==> config.mk <==
export PLATFORM = sky130hd
export DESIGN_NAME = rename_dispatch_nw
export DESIGN_NICKNAME = d
export VERILOG_FILES = /design/src/rtl/rename_dispatch_nw_pkg.sv /design/src/rtl/rename_dispatch_nw_bypass.sv /design/src/rtl/rename_dispatch_nw.sv
export SDC_FILE = /design/constraint.sdc
export NUM_CORES = 1
export LEC_CHECK = 0
export BUFFER_PORTS_ARGS = -buffer_cell sky130_fd_sc_hd__buf_2
export CORE_ASPECT_RATIO = 0.6
export CORE_MARGIN = 5
export CORE_UTILIZATION = 54
export CTS_CLUSTER_SIZE = 14
export DETAILED_ROUTE_END_ITERATION = 7
export GPL_TIMING_DRIVEN = 0
export HOLD_SLACK_MARGIN = 0.1
export PLACE_DENSITY = 0.87
export SKIP_CTS_REPAIR_TIMING = 1
export SYNTH_ARGS = -nofsm -noshare
export SYNTH_HDL_FRONTEND = slang
export SYNTH_SLANG_ARGS = --single-unit
==> constraint.sdc <==
create_clock -name clk -period 10.9 [get_ports clk]
set_clock_uncertainty 0.2 [all_clocks]
set_input_delay 1.09 -clock clk [delete_from_list [all_inputs] [get_ports clk]]
set_output_delay 1.09 -clock clk [all_outputs]
set_load 0.01 [all_outputs]
==> src/rtl/rename_dispatch_nw_pkg.sv <==
// Shared types for the multi-wide rename/dispatch stage.
// Default geometry matches the two-wide front end.
package rename_dispatch_nw_pkg;

   localparam int WIDTH_D     = 2;
   localparam int P_REG_NUM_D = 64;
   localparam int PW_D        = $clog2(P_REG_NUM_D);
   localparam int ROB_DEPTH_D = 16;
   localparam int RW_D        = $clog2(ROB_DEPTH_D) + 1;
   localparam int CDB_NUM_D   = 5;
   localparam int NUM_UNITS_D = 5;

   typedef enum logic [2:0] {
      UNIT_ALU = 3'd0,
      UNIT_CMP = 3'd1,
      UNIT_MUL = 3'd2,
      UNIT_DIV = 3'd3,
      UNIT_MEM = 3'd4
   } unit_e;

   typedef struct packed {
      logic       valid;
      logic [4:0] rd;
      logic [4:0] rs1;
      logic [4:0] rs2;
      logic       rd_en;
      unit_e      unit;
   } rename_slot_t;

   typedef struct packed {
      logic            valid;
      logic [PW_D-1:0] ps1;
      logic [PW_D-1:0] ps2;
      logic [PW_D-1:0] pd;
      logic            rdy1;
      logic            rdy2;
      logic [RW_D-1:0] rob_idx;
   } dispatch_slot_t;

endpackage

==> src/rtl/rename_dispatch_nw_bypass.sv <==
// Combinational group analysis: pd allocation, intra-group RAW
// bypass and per-resource demand counts for the held group.
module rename_bypass_nw
   import rename_dispatch_nw_pkg::*;
#(
   parameter int WIDTH     = 2,
   parameter int PW        = 6,
   parameter int NUM_UNITS = 5,
   parameter int CW        = 2
) (
   input  rename_slot_t [WIDTH-1:0] slot_i,
   input  logic [WIDTH*PW-1:0]      fl_pd_i,
   output logic [WIDTH-1:0]         wr_o,
   output logic [WIDTH*PW-1:0]      pd_o,
   output logic [WIDTH-1:0]         byp1_o,
   output logic [WIDTH-1:0]         byp2_o,
   output logic [WIDTH*PW-1:0]      bps1_o,
   output logic [WIDTH*PW-1:0]      bps2_o,
   output logic [WIDTH*CW-1:0]      rank_o,
   output logic [CW-1:0]            n_o,
   output logic [CW-1:0]            d_o,
   output logic [NUM_UNITS*CW-1:0]  need_o
);

   localparam logic [CW-1:0] ONE = CW'(1);

   logic [CW-1:0] nc;
   logic [CW-1:0] dc;

   always_comb begin
      nc     = '0;
      dc     = '0;
      wr_o   = '0;
      pd_o   = '0;
      rank_o = '0;
      need_o = '0;
      for (int i = 0; i < WIDTH; i++) begin
         rank_o[i*CW +: CW] = nc;
         if (slot_i[i].valid) nc = nc + ONE;
         wr_o[i] = slot_i[i].valid && slot_i[i].rd_en &&
                   (slot_i[i].rd != 5'd0);
         if (wr_o[i]) begin
            pd_o[i*PW +: PW] = fl_pd_i[int'(dc)*PW +: PW];
            dc = dc + ONE;
         end
         for (int u = 0; u < NUM_UNITS; u++) begin
            if (slot_i[i].valid && slot_i[i].unit == unit_e'(u))
               need_o[u*CW +: CW] = need_o[u*CW +: CW] + ONE;
         end
      end
      n_o = nc;
      d_o = dc;
   end

   // Ascending scan so the youngest earlier writer wins.
   always_comb begin
      byp1_o = '0;
      byp2_o = '0;
      bps1_o = '0;
      bps2_o = '0;
      for (int j = 0; j < WIDTH; j++) begin
         for (int i = 0; i < WIDTH; i++) begin
            if (i < j && wr_o[i] && slot_i[i].rd == slot_i[j].rs1) begin
               byp1_o[j]          = 1'b1;
               bps1_o[j*PW +: PW] = pd_o[i*PW +: PW];
            end
            if (i < j && wr_o[i] && slot_i[i].rd == slot_i[j].rs2) begin
               byp2_o[j]          = 1'b1;
               bps2_o[j*PW +: PW] = pd_o[i*PW +: PW];
            end
         end
      end
   end

endmodule

==> src/rtl/rename_dispatch_nw.sv <==
// Multi-wide rename/dispatch stage: holds one group, renames it and
// dispatches it all-or-nothing, snooping the CDB while stalled.
module rename_dispatch_nw
   import rename_dispatch_nw_pkg::*;
#(
   parameter int WIDTH     = WIDTH_D,
   parameter int P_REG_NUM = P_REG_NUM_D,
   parameter int ROB_DEPTH = ROB_DEPTH_D,
   parameter int CDB_NUM   = CDB_NUM_D,
   parameter int NUM_UNITS = NUM_UNITS_D,
   localparam int PW = $clog2(P_REG_NUM),
   localparam int RW = $clog2(ROB_DEPTH) + 1,
   localparam int CW = $clog2(WIDTH + 1)
) (
   input  logic                    clk,
   input  logic                    rst,
   input  logic                    flush,
   input  logic [WIDTH-1:0]        in_valid,
   input  logic [WIDTH*5-1:0]      in_rd,
   input  logic [WIDTH*5-1:0]      in_rs1,
   input  logic [WIDTH*5-1:0]      in_rs2,
   input  logic [WIDTH-1:0]        in_rd_en,
   input  logic [WIDTH*3-1:0]      in_unit,
   output logic                    in_ready,
   input  logic [WIDTH*PW-1:0]     rat_ps1,
   input  logic [WIDTH*PW-1:0]     rat_ps2,
   input  logic [WIDTH-1:0]        rat_rdy1,
   input  logic [WIDTH-1:0]        rat_rdy2,
   output logic [WIDTH-1:0]        rat_we,
   output logic [WIDTH*5-1:0]      rat_rd,
   output logic [WIDTH*PW-1:0]     rat_pd,
   input  logic [WIDTH*PW-1:0]     fl_pd,
   input  logic [PW:0]             fl_count,
   output logic [CW-1:0]           fl_pop,
   input  logic [RW-1:0]           rob_tail,
   input  logic [RW-1:0]           rob_space,
   output logic [CW-1:0]           rob_enq,
   input  logic [NUM_UNITS*CW-1:0] unit_space,
   input  logic [CDB_NUM-1:0]      cdb_we,
   input  logic [CDB_NUM*PW-1:0]   cdb_pd,
   output logic [WIDTH-1:0]        disp_valid,
   output logic [WIDTH*PW-1:0]     disp_ps1,
   output logic [WIDTH*PW-1:0]     disp_ps2,
   output logic [WIDTH*PW-1:0]     disp_pd,
   output logic [WIDTH-1:0]        disp_rdy1,
   output logic [WIDTH-1:0]        disp_rdy2,
   output logic [WIDTH*RW-1:0]     disp_rob_idx,
   output logic [31:0]             stall_cnt
);

   rename_slot_t [WIDTH-1:0] slot_q, slot_d;
   logic                     grp_valid_q, grp_valid_d;
   logic [WIDTH-1:0]         stk1_q, stk1_d;
   logic [WIDTH-1:0]         stk2_q, stk2_d;
   logic [31:0]              stall_q, stall_d;

   logic [WIDTH-1:0]         wr, byp1, byp2;
   logic [WIDTH*PW-1:0]      pd, bps1, bps2;
   logic [WIDTH*CW-1:0]      rank;
   logic [CW-1:0]            n, d;
   logic [NUM_UNITS*CW-1:0]  need;

   logic                     res_ok, fire, accept;
   logic [WIDTH-1:0]         hit1, hit2, rdy1v, rdy2v;
   dispatch_slot_t [WIDTH-1:0] dsp;

   rename_bypass_nw #(
      .WIDTH     (WIDTH),
      .PW        (PW),
      .NUM_UNITS (NUM_UNITS),
      .CW        (CW)
   ) u_bypass (
      .slot_i  (slot_q),
      .fl_pd_i (fl_pd),
      .wr_o    (wr),
      .pd_o    (pd),
      .byp1_o  (byp1),
      .byp2_o  (byp2),
      .bps1_o  (bps1),
      .bps2_o  (bps2),
      .rank_o  (rank),
      .n_o     (n),
      .d_o     (d),
      .need_o  (need)
   );

   always_comb begin
      res_ok = ({{(RW-CW){1'b0}}, n} <= rob_space) &&
               ({{(PW+1-CW){1'b0}}, d} <= fl_count);
      for (int u = 0; u < NUM_UNITS; u++) begin
         if (need[u*CW +: CW] > unit_space[u*CW +: CW]) res_ok = 1'b0;
      end
   end

   assign fire     = grp_valid_q && res_ok && !flush;
   assign in_ready = !grp_valid_q || fire;
   assign accept   = in_ready && (|in_valid) && !flush;

   always_comb begin
      hit1 = '0;
      hit2 = '0;
      for (int j = 0; j < WIDTH; j++) begin
         for (int k = 0; k < CDB_NUM; k++) begin
            if (cdb_we[k] && rat_ps1[j*PW +: PW] != '0 &&
                cdb_pd[k*PW +: PW] == rat_ps1[j*PW +: PW])
               hit1[j] = 1'b1;
            if (cdb_we[k] && rat_ps2[j*PW +: PW] != '0 &&
                cdb_pd[k*PW +: PW] == rat_ps2[j*PW +: PW])
               hit2[j] = 1'b1;
         end
      end
   end

   always_comb begin
      dsp   = '0;
      rdy1v = '0;
      rdy2v = '0;
      for (int j = 0; j < WIDTH; j++) begin
         dsp[j].valid   = slot_q[j].valid;
         dsp[j].pd      = pd[j*PW +: PW];
         dsp[j].rob_idx = rob_tail + {{(RW-CW){1'b0}}, rank[j*CW +: CW]};
         if (slot_q[j].rs1 == 5'd0) begin
            dsp[j].rdy1 = 1'b1;
         end else if (byp1[j]) begin
            dsp[j].ps1 = bps1[j*PW +: PW];
         end else begin
            dsp[j].ps1  = rat_ps1[j*PW +: PW];
            dsp[j].rdy1 = stk1_q[j] | rat_rdy1[j] | hit1[j];
         end
         if (slot_q[j].rs2 == 5'd0) begin
            dsp[j].rdy2 = 1'b1;
         end else if (byp2[j]) begin
            dsp[j].ps2 = bps2[j*PW +: PW];
         end else begin
            dsp[j].ps2  = rat_ps2[j*PW +: PW];
            dsp[j].rdy2 = stk2_q[j] | rat_rdy2[j] | hit2[j];
         end
         rdy1v[j] = dsp[j].rdy1;
         rdy2v[j] = dsp[j].rdy2;
      end
   end

   always_comb begin
      disp_valid   = '0;
      disp_ps1     = '0;
      disp_ps2     = '0;
      disp_pd      = '0;
      disp_rdy1    = '0;
      disp_rdy2    = '0;
      disp_rob_idx = '0;
      rat_we       = '0;
      rat_rd       = '0;
      rat_pd       = '0;
      for (int j = 0; j < WIDTH; j++) begin
         if (fire && slot_q[j].valid) begin
            disp_valid[j]             = 1'b1;
            disp_ps1[j*PW +: PW]      = dsp[j].ps1;
            disp_ps2[j*PW +: PW]      = dsp[j].ps2;
            disp_pd[j*PW +: PW]       = dsp[j].pd;
            disp_rdy1[j]              = dsp[j].rdy1;
            disp_rdy2[j]              = dsp[j].rdy2;
            disp_rob_idx[j*RW +: RW]  = dsp[j].rob_idx;
         end
         if (fire && wr[j]) begin
            rat_we[j]           = 1'b1;
            rat_rd[j*5 +: 5]    = slot_q[j].rd;
            rat_pd[j*PW +: PW]  = pd[j*PW +: PW];
         end
      end
   end

   assign fl_pop    = fire ? d : '0;
   assign rob_enq   = fire ? n : '0;
   assign stall_cnt = stall_q;

   always_comb begin
      grp_valid_d = grp_valid_q;
      slot_d      = slot_q;
      stk1_d      = stk1_q;
      stk2_d      = stk2_q;
      stall_d     = stall_q;
      if (grp_valid_q && !fire && !flush && stall_q != '1)
         stall_d = stall_q + 32'd1;
      if (flush) begin
         grp_valid_d = 1'b0;
         stk1_d      = '0;
         stk2_d      = '0;
      end else if (accept) begin
         grp_valid_d = 1'b1;
         stk1_d      = '0;
         stk2_d      = '0;
         for (int j = 0; j < WIDTH; j++) begin
            slot_d[j].valid = in_valid[j];
            slot_d[j].rd    = in_rd[j*5 +: 5];
            slot_d[j].rs1   = in_rs1[j*5 +: 5];
            slot_d[j].rs2   = in_rs2[j*5 +: 5];
            slot_d[j].rd_en = in_rd_en[j];
            slot_d[j].unit  = unit_e'(in_unit[j*3 +: 3]);
         end
      end else if (fire) begin
         grp_valid_d = 1'b0;
      end else if (grp_valid_q) begin
         // Capture wakeups seen while blocked so they survive the stall.
         stk1_d = rdy1v;
         stk2_d = rdy2v;
      end
   end

   always_ff @(posedge clk) begin
      if (rst) begin
         grp_valid_q <= 1'b0;
         slot_q      <= '0;
         stk1_q      <= '0;
         stk2_q      <= '0;
         stall_q     <= '0;
      end else begin
         grp_valid_q <= grp_valid_d;
         slot_q      <= slot_d;
         stk1_q      <= stk1_d;
         stk2_q      <= stk2_d;
         stall_q     <= stall_d;
      end
   end

endmodule

=== After elaboration in Yosys (flattened, before gate mapping) ===
Cells that the tools add are included.

* Reduce and logical (&&, ||, !) cells: 90
* Add/sub/neg operators: 9
* Muxes and demuxes: 81
* Equal/unequal tests: 31
* Bitwise logic cells: 10
* Multiply operators: 1
* Order comparisons: 7
* Shift operators: 1

{| class="wikitable"
|+ Operators by type and width
! cell !! count
|-
| equality test 6 bit || 20
|-
| two-way mux 6 bit || 18
|-
| logical AND 1 bit || 68
|-
| two-way mux 1 bit || 50
|-
| adder 32 x 1 -> 32 bit, second input constant || 1
|-
| != test 32 bit, second input constant || 1
|-
| variable part select 12 x 32 -> 6 bit || 1
|-
| nonzero test 6 bit || 4
|-
| logical NOT 5 bit || 4
|-
| two-way mux 5 bit || 4
|-
| two-way mux 2 bit || 9
|-
| adder 1 x 1 -> 2 bit, second input constant || 7
|-
| equality test 3 x 2 -> 1 bit, second input constant || 4
|-
| equality test 5 bit || 2
|-
| > comparator 2 bit || 5
|-
| nonzero test 5 bit || 2
|-
| bitwise OR 1 bit || 8
|-
| <= comparator 2 x 7 -> 1 bit || 1
|-
| equality test 3 x 1 -> 1 bit, second input constant || 2
|-
| equality test 3 bit, second input constant || 2
|-
| logical NOT 3 bit || 2
|-
| adder 5 x 2 -> 5 bit || 1
|-
| <= comparator 2 x 5 -> 1 bit || 1
|-
| AND reduction 2 bit || 2
|-
| other kinds (7) || 11
|}

* Bits of input ports: 145
* Bits in registers: 77
* Word-level logic and storage cells: 246

=== Longest topological paths before layout ===
Gate-level depths: netlist (run 1).

* Depth after elaboration: 18
* Depth in mapped cells: 15
* Gate-level depth less buffers: 14

=== Cells and area by module ===
From an unflattened synthesis (run 1), not the netlist that was laid out.

* Cells, all modules: 886
* Area total of the unflattened synthesis: 7001.7 sq um

{| class="wikitable"
|+ By module, submodules not included
! module !! seq. area each (sq um) !! area each (sq um) !! times used !! cells each
|-
| rename_dispatch_nw || 1541.5 || 6211.0 || 1 || 775
|-
| rename_bypass_nw || 0.0 || 790.8 || 1 || 111
|}

=== Worst setup path before layout (run 1) ===
OpenSTA, ideal clock, no wires.

* Path kind: register to output
* Start: reg slot_q[14] (netlist name)
* End: out disp_rdy1[0]
* Path slack: 6.388 ns
* Cell stages (with the launch flop): 15
* Data arrival time: 3.222 ns
* Buffers on the path: 4
* Data required time: 9.610 ns
* Path through: dfxtp_1 or3_1 o311a_1 buf_4 clkbuf_1 ha_1 ha_1 nor2b_1 o211ai_1 nand4_2 nor2_1 buf_2 clkbuf_1 nand2_1 nor2_1

* Longest elaborated chain between the ends: 16

{| class="wikitable"
|+ Ends and longest elaborated chain
! what !! RTL line !! RTL
|-
| start: declaration || rename_dispatch_nw.sv:51 || <nowiki>rename_slot_t [WIDTH-1:0] slot_q, slot_d;</nowiki>
|-
| start signal: assignment || rename_dispatch_nw.sv:218 || <nowiki>slot_q <= slot_d;</nowiki>
|-
| nonzero test 5 bit * || rename_dispatch_nw_bypass.sv:41 || <nowiki>(slot_i[i].rd != 5'd0);</nowiki>
|-
| logical AND 1 bit * || rename_dispatch_nw_bypass.sv:40 || <nowiki>wr_o[i] = slot_i[i].valid && slot_i[i].rd_en &&</nowiki>
|-
| two-way mux 1 bit * || rename_dispatch_nw_bypass.sv:42 || <nowiki>if (wr_o[i]) begin</nowiki>
|-
| adder 1 x 1 -> 2 bit || rename_dispatch_nw_bypass.sv:44 || <nowiki>dc = dc + ONE;</nowiki>
|-
| two-way mux 2 bit * || rename_dispatch_nw_bypass.sv:42 ||
|-
| <= comparator 2 x 7 -> 1 bit * || rename_dispatch_nw.sv:89 || <nowiki>({{(PW+1-CW){1'b0}}, d} <= fl_count);</nowiki>
|-
| logical AND 1 bit * || rename_dispatch_nw.sv:88 || <nowiki>res_ok = ({{(RW-CW){1'b0}}, n} <= rob_space) &&</nowiki>
|-
| two-way mux 1 bit * (5 in series) || rename_dispatch_nw.sv:91 || <nowiki>if (need[u*CW +: CW] > unit_space[u*CW +: CW]) res_ok = 1'b0;</nowiki>
|-
| logical AND 1 bit * (2 in series) || rename_dispatch_nw.sv:95 || <nowiki>assign fire = grp_valid_q && res_ok && !flush;</nowiki>
|-
| logical AND 1 bit * || rename_dispatch_nw.sv:155 || <nowiki>if (fire && slot_q[j].valid) begin</nowiki>
|-
| two-way mux 1 bit * || rename_dispatch_nw.sv:155 ||
|-
| end: declaration || rename_dispatch_nw.sv:45 || <nowiki>output logic [WIDTH-1:0] disp_rdy1,</nowiki>
|}

Every way passes the cells marked *; elsewhere a longest branch is shown, timed or not.

=== Final worst setup path (run 1) ===
* Start: reg slot_q[14] (netlist name)
* End: out disp_rdy2[0]

* Longest elaborated chain between the ends: 16

{| class="wikitable"
|+ Ends and longest elaborated chain
! what !! RTL line !! RTL
|-
| nonzero test 5 bit * || rename_dispatch_nw_bypass.sv:41 ||
|-
| logical AND 1 bit * || rename_dispatch_nw_bypass.sv:40 ||
|-
| two-way mux 1 bit * || rename_dispatch_nw_bypass.sv:42 ||
|-
| adder 1 x 1 -> 2 bit || rename_dispatch_nw_bypass.sv:44 ||
|-
| two-way mux 2 bit * || rename_dispatch_nw_bypass.sv:42 ||
|-
| <= comparator 2 x 7 -> 1 bit * || rename_dispatch_nw.sv:89 ||
|-
| logical AND 1 bit * || rename_dispatch_nw.sv:88 ||
|-
| two-way mux 1 bit * (5 in series) || rename_dispatch_nw.sv:91 ||
|-
| logical AND 1 bit * (2 in series) || rename_dispatch_nw.sv:95 ||
|-
| logical AND 1 bit * || rename_dispatch_nw.sv:155 ||
|-
| two-way mux 1 bit * || rename_dispatch_nw.sv:155 ||
|-
| end: declaration || rename_dispatch_nw.sv:46 || <nowiki>output logic [WIDTH-1:0] disp_rdy2,</nowiki>
|}

Marked as above.

==> metrics, run 1 <==
outcome=completed; LEAKAGE=3.81 nW; First-pass DRT Iterations=5; number of synthesized register bits=77; antenna violations before repair=4; die width=152 um; row count=31; Slew Viols, Final=0; final core occ=0.679; minimum clock period=6060 ps; final hold vios=0; Unique masters post-synth=58; max-cap violations=0; routed wire length=22,900 um; DP Worst Slack=5250 ps; global-route wire length before repair=34,600 um; largest net degree at the start of global routing=15; Detail Placement HPWL=18,000 um; crit end category=output pin; Final period util=0.556; required time of the critical path=9610 ps; # setup viols final=0; Core ar.=11,900 um^2; top_reg_cell synth=dfxtp_1; Post-synth EDFFs=0; Hold Path Cell Cnt=2; Max transition margin=0.582; area delta synth->final=24.7%; Register-to-Register Path Depth=13; Starting DRT DRC Count=468; # fillers=1,017; power consumption=0.780 mW; Setup TNS=0 ps; Via density=5.79; drt wl/cell=18.9 um; CTS buffer count=9; CTS root buf=clkbuf_16; die area=14,400 um^2; Worst Path Arrival=4770 ps; io pins=258; Peak supply drop=0.0000963 V; fraction of registers with async set/reset=0; Hold Path Class=reg -> reg; cells after synthesis=808; critical path type=reg -> out; ratio of cells with drive above 1 in the final layout=0.274; Initial Util=0.545; fin nets=1,207; RSZ-0062 raised after global routing=no; Mapped Area=6490 um^2; maximum clock rate=165 MHz; Remaining Overflow, GRT=0; Worst Hold End=stall_cnt[21]; CTS tree=done; worst setup slack after layout=4840 ps; hold_sp=stall_cnt[21]; gr usage total=0.305; number of global-route vias before repair=6,526; RR Endpoint=stall_cnt[23]; Die Height=94.9 um; Syn. warnings=0; I/O Buffers=219; drt drc=0; Reg clk slew, reported paths=60 ps; via count=6,998; R2R Setup Slk=6440 ps; critical-path maximum fanout=10; clk_lat worst skew=340 ps; PD cells=96.4 nW/um^2; H-tree depth=3; RePlAce Congestion=0.943; Startpoint Class=flip-flop; CTS Buffer Depth=2; Net Count, Synth=977; clk sinks=77; Syn Area/Cell=8.03 um^2; Worst Max-Slew Pin Slew=623 ps; r2r startpoint=slot_q[14]; Final ANT Viol Nets=0; Post-Layout Cell Count=1,209; register area share after synthesis=0.238; Placed Cells=1,192
## report_power, final
| group | internal [mW] | total, mW | switching (mW) |
|---|---|---|---|
| registers | 0.292 | 0.303 | 0.0109 |
| logic | 0.0763 | 0.176 | 0.0992 |
| clock network | 0.178 | 0.301 | 0.123 |
## placed cells by master (no fill, tap or decap), types with 3 or more instances in the layout
master | netlist | layout
a2111oi_2 | 3 | 3
a211oi_1 | 3 | 3
a21oi_1 | 25 | 25
and2_1 | 15 | 15
and3_1 | 34 | 34
and3b_1 | 4 | 4
buf_2 | 26 | 245
buf_4 | 5 | 5
clkbuf_1 | 32 | 32
clkbuf_16 | 0 | 9
dfxtp_1 | 77 | 77
ha_1 | 24 | 24
inv_1 | 22 | 22
mux2_1 | 6 | 6
mux2i_1 | 56 | 56
nand2_1 | 28 | 28
nand3_1 | 21 | 21
nand3b_1 | 3 | 3
nand4_1 | 25 | 25
nor2_1 | 92 | 92
nor2b_1 | 20 | 20
nor3_1 | 11 | 11
nor3b_1 | 4 | 4
nor4_1 | 34 | 34
o21a_1 | 3 | 3
o21ai_0 | 9 | 9
o21ai_1 | 6 | 6
o22ai_1 | 3 | 3
o31ai_1 | 14 | 14
or3_1 | 14 | 14
or4_1 | 20 | 20
xnor2_1 | 77 | 77
xor2_1 | 56 | 56
## stage by stage
| stage | hold slack [ps] | cell area, um^2 |
|---|---|---|
| finish | 299 | 8090 |
| global route | 345 | 8090 |
| global placement | 266 | 7790 |
| detailed placement | 287 | 7790 |
| floorplan | 251 | 6490 |
| CTS | 302 | 8090 |
## cell families after synthesis
| family | synth area share |
|---|---|
| AO/OA/AOI/OAI | 0.0802 |
| XOR/XNOR | 0.180 |
| adder cells (fa/ha/maj) | 0.0463 |
| buffers and inverters | 0.0644 |
| flip-flops | 0.238 |
| multiplexers | 0.100 |
| AND/OR/NAND/NOR | 0.292 |
## state kept, by name, summed over array words and instances (netlist names)
signal and count:
stall_cnt 32, stk1_q 2, slot_q 38, stk2_q 2, grp_valid_q 1, dsp 2
## cell type report
class	instances	area, um^2	area share
antenna	1	2.50	0.000309
buffer	69	328	0.0405
clock buffer	9	225	0.0278
clock inverter	7	72.6	0.00897
inverter	24	90.1	0.0111
multi-input combinational	638	4530	0.560
sequential	77	1540	0.191
tap	165	206	0.0255
timing repair buffer	219	1100	0.135
## Yosys cell counts, drive strengths merged, types with 8 or more instances
cell,n,share of area
clkbuf,34,0.020
nand2,28,0.016
ha,24,0.046
nand4,28,0.033
mux2,8,0.014
nor4,34,0.033
mux2i,56,0.086
nor2,92,0.053
nor2b,20,0.019
xnor2,77,0.10
dfxtp,77,0.24
and3,36,0.036
or3,14,0.013
buf,35,0.030
or4,20,0.023
inv,24,0.014
o31ai,14,0.016
and2,15,0.014
o21ai,16,0.013
nand3,21,0.016
xor2,56,0.076
nor3,11,0.0085
a21oi,25,0.019
## worst max-delay path, stage by stage (launching register included)
cell      delay, ps
dfxtp_1         380
or3_1           410
o311a_1         310
buf_4           200
clkbuf_1        290
ha_1            310
ha_1            290
nor2b_1         130
o211ai_1        230
nand4_2         280
nor2_1          340
buf_2           290
clkbuf_1        470
nand2_1         220
nor2_1          140
buf_2           130
## metal layers
layer | GRT usage | vias to the layer above | part of all wire
met5 | 0 | - | 0.0018
met4 | 0.0770 | 6 | 0.018
met3 | 0.0657 | 41 | 0.10
met2 | 0.490 | 352 | 0.44
met1 | 0.419 | 3300 | 0.43
li1 | - | 3299 | -
## how the worst max path moves through the flow
stage          startpoint            to  depth (start not counted)
2_1_floorplan  slot_q[14]  disp_rdy1[0]                         14
3_3_place_gp   slot_q[14]  disp_rdy2[0]                         15
3_5_place_dp   slot_q[14]  disp_rdy2[0]                         15
4_1_cts        slot_q[14]  disp_rdy2[0]                         15
5_1_grt        slot_q[14]  disp_rdy2[0]                         15
6_report       slot_q[14]  disp_rdy2[0]                         15
(Power assumes the default switching activity.)
==> run 2: changes to the inputs <==
--- a/config.mk
+++ b/config.mk
@@ -5,15 +5,16 @@
 export SDC_FILE = /design/constraint.sdc
 export NUM_CORES = 1
 export LEC_CHECK = 0
+export ABC_AREA = 1
 export BUFFER_PORTS_ARGS = -buffer_cell sky130_fd_sc_hd__buf_2
 export CORE_ASPECT_RATIO = 0.6
 export CORE_MARGIN = 5
-export CORE_UTILIZATION = 54
+export CORE_UTILIZATION = 51
 export CTS_CLUSTER_SIZE = 14
 export DETAILED_ROUTE_END_ITERATION = 7
 export GPL_TIMING_DRIVEN = 0
 export HOLD_SLACK_MARGIN = 0.1
-export PLACE_DENSITY = 0.87
+export PLACE_DENSITY = 0.81
 export SKIP_CTS_REPAIR_TIMING = 1
 export SYNTH_ARGS = -nofsm -noshare
 export SYNTH_HDL_FRONTEND = slang
==> constraint.sdc (replaced) <==
create_clock -name clk -period 5.85 [get_ports clk]
set_clock_uncertainty 0.2 [all_clocks]
set_input_delay 0.585 -clock clk [delete_from_list [all_inputs] [get_ports clk]]
set_output_delay 0.585 -clock clk [all_outputs]
set_load 0.01 [all_outputs]
==> run 2 against run 1 <==
- via count rose by 33%
- wire length rose by 32%
- design area rose by 8.1%
- worst setup slack worse by 3700 ps
- critical path type unchanged
- critical path depth unchanged
- register-to-register slack worse by 4200 ps
==> metrics, run 2 <==
antenna violations before repair=0 (was 4); Slew Viols, Final=0 (unchanged); most frequent cells in the layout=295 x nand2_1, 257 x buf_2, 191 x nor2_1, 169 x inv_1, 96 x a21oi_1 (was 245 x buf_2, 92 x nor2_1, 77 x xnor2_1, 77 x dfxtp_1); ratio of cells with drive above 1 in the final layout=0.198 (was 0.274); Via density=5.64 (was 5.79); Post-synth EDFFs=0 (unchanged); row count=33 (was 31); I/O Buffers=248 (was 219); fraction of registers with async set/reset=0 (unchanged); share of synthesized area spent on multiplexers=0 (was 0.100); adder-cell share of the synthesized area=0.0430 (was 0.0463); clk sinks=77 (unchanged); Unique masters post-synth=35 (was 58); Setup TNS=0 ps (unchanged); CTS tree=done (unchanged); diodes inserted=0 (was 1); Final period util=0.806; RePlAce Congestion=1.19 (was 0.943); Min Hold Slack=249 ps (was 299 ps); Synth top area share=0.221 (was 0.238); via count=9,306 (was 6,998); die width=161 um (was 152 um); PD cells=173 nW/um^2 (was 96.4 nW/um^2); largest cells by area after synthesis=dfxtp_1 22%, nand2_1 16%, nor2_1 10% (was dfxtp_1 24%, xnor2_1 10%, mux2i_1 8.6%); largest net degree at the start of global routing=16 (was 15); Die Height=101 um (was 94.9 um); cell mode on critical path=nor2_1; critical path type=reg -> out (unchanged); Remaining Overflow, GRT=0 (unchanged); Peak supply drop=0.000194 V (was 0.0000963 V); io pins=258 (unchanged); CTS Buffer Depth=2 (unchanged); Simple-Gate Fraction of Synth Area=0.382 (was 0.292); CP Cell Sequence=inv_1 -> nor4_1 -> ha_1 -> ha_1 -> inv_1 -> nor2_1 -> o21ai_0 -> nand2_1 -> nor2_1 -> nand3_2 -> nor2_1 -> inv_2 -> buf_1 -> a21oi_1 -> buf_2 (was or3_1 -> o311a_1 -> buf_4 -> clkbuf_1 -> ha_1 -> ha_1 -> nor2b_1 -> o211ai_1 -> nand4_2 -> nor2_1 -> buf_2 -> clkbuf_1 -> nand2_1 -> nor2_1 -> buf_2); CTS root buf=clkbuf_16 (unchanged); die area=16,200 um^2 (was 14,400 um^2); Mapped Area=6980 um^2 (was 6490 um^2); drt drc=0 (unchanged); CTS buffer count=9 (unchanged); global-route wire length before repair=45,900 um (was 34,600 um); top cells by count, synth=295 x nand2_1, 191 x nor2_1, 169 x inv_1, 96 x a21oi_1, 77 x dfxtp_1 (was 92 x nor2_1, 77 x dfxtp_1, 77 x xnor2_1, 56 x mux2i_1, 56 x xor2_1); gr usage total=0.358 (was 0.305); outcome=completed (unchanged); Initial Util=0.515 (was 0.545); minimum clock period=4720 ps; LEAKAGE=4.51 nW (was 3.81 nW); Reg with most FFs=slot_q (unchanged); Syn Area/Cell=5.76 um^2 (was 8.03 um^2); Hold Path Class=reg -> reg (unchanged); critical-path maximum fanout=10 (unchanged); worst stage delay on the critical path=550 ps (was 470 ps); register area share after synthesis=0.221 (was 0.238); Startpoint Class=flip-flop (unchanged); RSZ-0062 raised after global routing=no (unchanged); crit end category=output pin (unchanged); top_reg_cell synth=dfxtp_1 (unchanged); Worst Path Arrival=3930 ps (was 4770 ps); area delta synth->final=25.3% (was 24.7%); number of global-route vias before repair=8,338 (was 6,526); cells after synthesis=1,211 (was 808); final hold vios=0 (unchanged); Final ANT Viol Nets=0 (unchanged); H-tree depth=3 (unchanged); maximum clock rate=212 MHz; Starting DRT DRC Count=1,176 (was 468); main combinational cell family by area after synthesis=simple AND/OR/NAND/NOR gates (unchanged); Reg clk slew, reported paths=60 ps (about the same); complex-gate fraction of the synthesized area=0.168 (was 0.0802); drt wl/cell=18.3 um (was 18.9 um); fin nets=1,639 (was 1,207); Detail Placement HPWL=24,500 um (was 18,000 um); Worst path slowest cell=dfxtp_1 (was clkbuf_1); First-pass DRT Iterations=6 (was 5); Core ar.=13,500 um^2 (was 11,900 um^2); number of synthesized register bits=77 (unchanged); Yosys top cell by area=dfxtp_1 (unchanged); Worst Max-Slew Pin Slew=672 ps (was 623 ps); clk_lat worst skew=340 ps (about the same); Net Count, Synth=1,380 (was 977); # setup viols final=0 (unchanged); max FFs per register=38 (unchanged); XOR/XNOR share of the synthesized area=0.0615 (was 0.180); routed wire length=30,200 um (was 22,900 um); max-cap violations=0 (unchanged); Syn. warnings=0 (unchanged); commonest non-fill, non-tap cell in the layout=nand2_1 (was buf_2); required time of the critical path=5070 ps (was 9610 ps); Max transition margin=0.548 (was 0.582); most numerous cell in the Yosys netlist=nand2_1 (was nor2_1)
[run 2: area by class of cell]
class | instances | area [um^2]
tap | 175 | 219
clock buffer | 9 | 225
multi-input combinational | 912 | 4570
clock inverter | 7 | 80.1
timing repair buffer | 248 | 1240
inverter | 178 | 668
sequential | 77 | 1540
fill | 1347 | 4800
buffer | 44 | 199
[run 2: cell families (layout without fill, tap and decap cells)]
kind of cell / after synthesis / count (layout)
and+or+nand+nor: 631 / 631
adders and majority gates: 24 / 24
buffers and inverters: 222 / 486
AOI/OAI and AO/OA: 208 / 208
xor gates and xnor gates: 49 / 49
DFF: 77 / 77
[run 2: metrics by stage]
stage	worst slack, ps	power [mW]	cell area [um^2]	utilization	instances
5_1_grt	975	1.58	8740	0.646	1650
3_3_place_gp	1600	0.924	8440	0.623	1634
6_report	1130	1.51	8740	0.646	1650
2_1_floorplan	2560	0.774	6980	-	1211
4_1_cts	1190	1.49	8740	0.646	1650
3_5_place_dp	1550	0.928	8440	0.623	1634
[run 2: path summary, 6_finish.rpt]
check            start      endpoint  slack (ps)  depth (start not counted)
min          slot_q[5]     slot_q[5]         250                          2
max            dsp[25]  disp_rdy1[0]        1130                         15
min reg2reg  slot_q[5]     slot_q[5]         250                          2
max reg2reg    dsp[25]    slot_q[24]        2210                         15
[run 2: where the power goes]
part / leakage (nW) / switching [mW] / total (mW) / internal [mW]
logic: 3.74 / 0.250 / 0.372 / 0.121
clock network: 0.143 / 0.238 / 0.574 / 0.336
registers: 0.630 / 0.0172 / 0.565 / 0.548
[run 2: critical path, delay by kind of cell, from the launching register on]
kind                       cells  cell delay (ps)
adders and majority gates      2              450
buffers and inverters          5              920
DFF                            1              550
AOI/OAI and AO/OA              2              470
and+or+nand+nor                6             1200
[run 2: routing by layer]
metal  vias to the layer above  global-route usage  share of wire
li1                       4471                   -              -
met1                      4135               0.509           0.43
met3                        67               0.143           0.15
met4                         2              0.0609          0.021
met5                         -              0.0273         0.0020
met2                       631               0.516           0.40
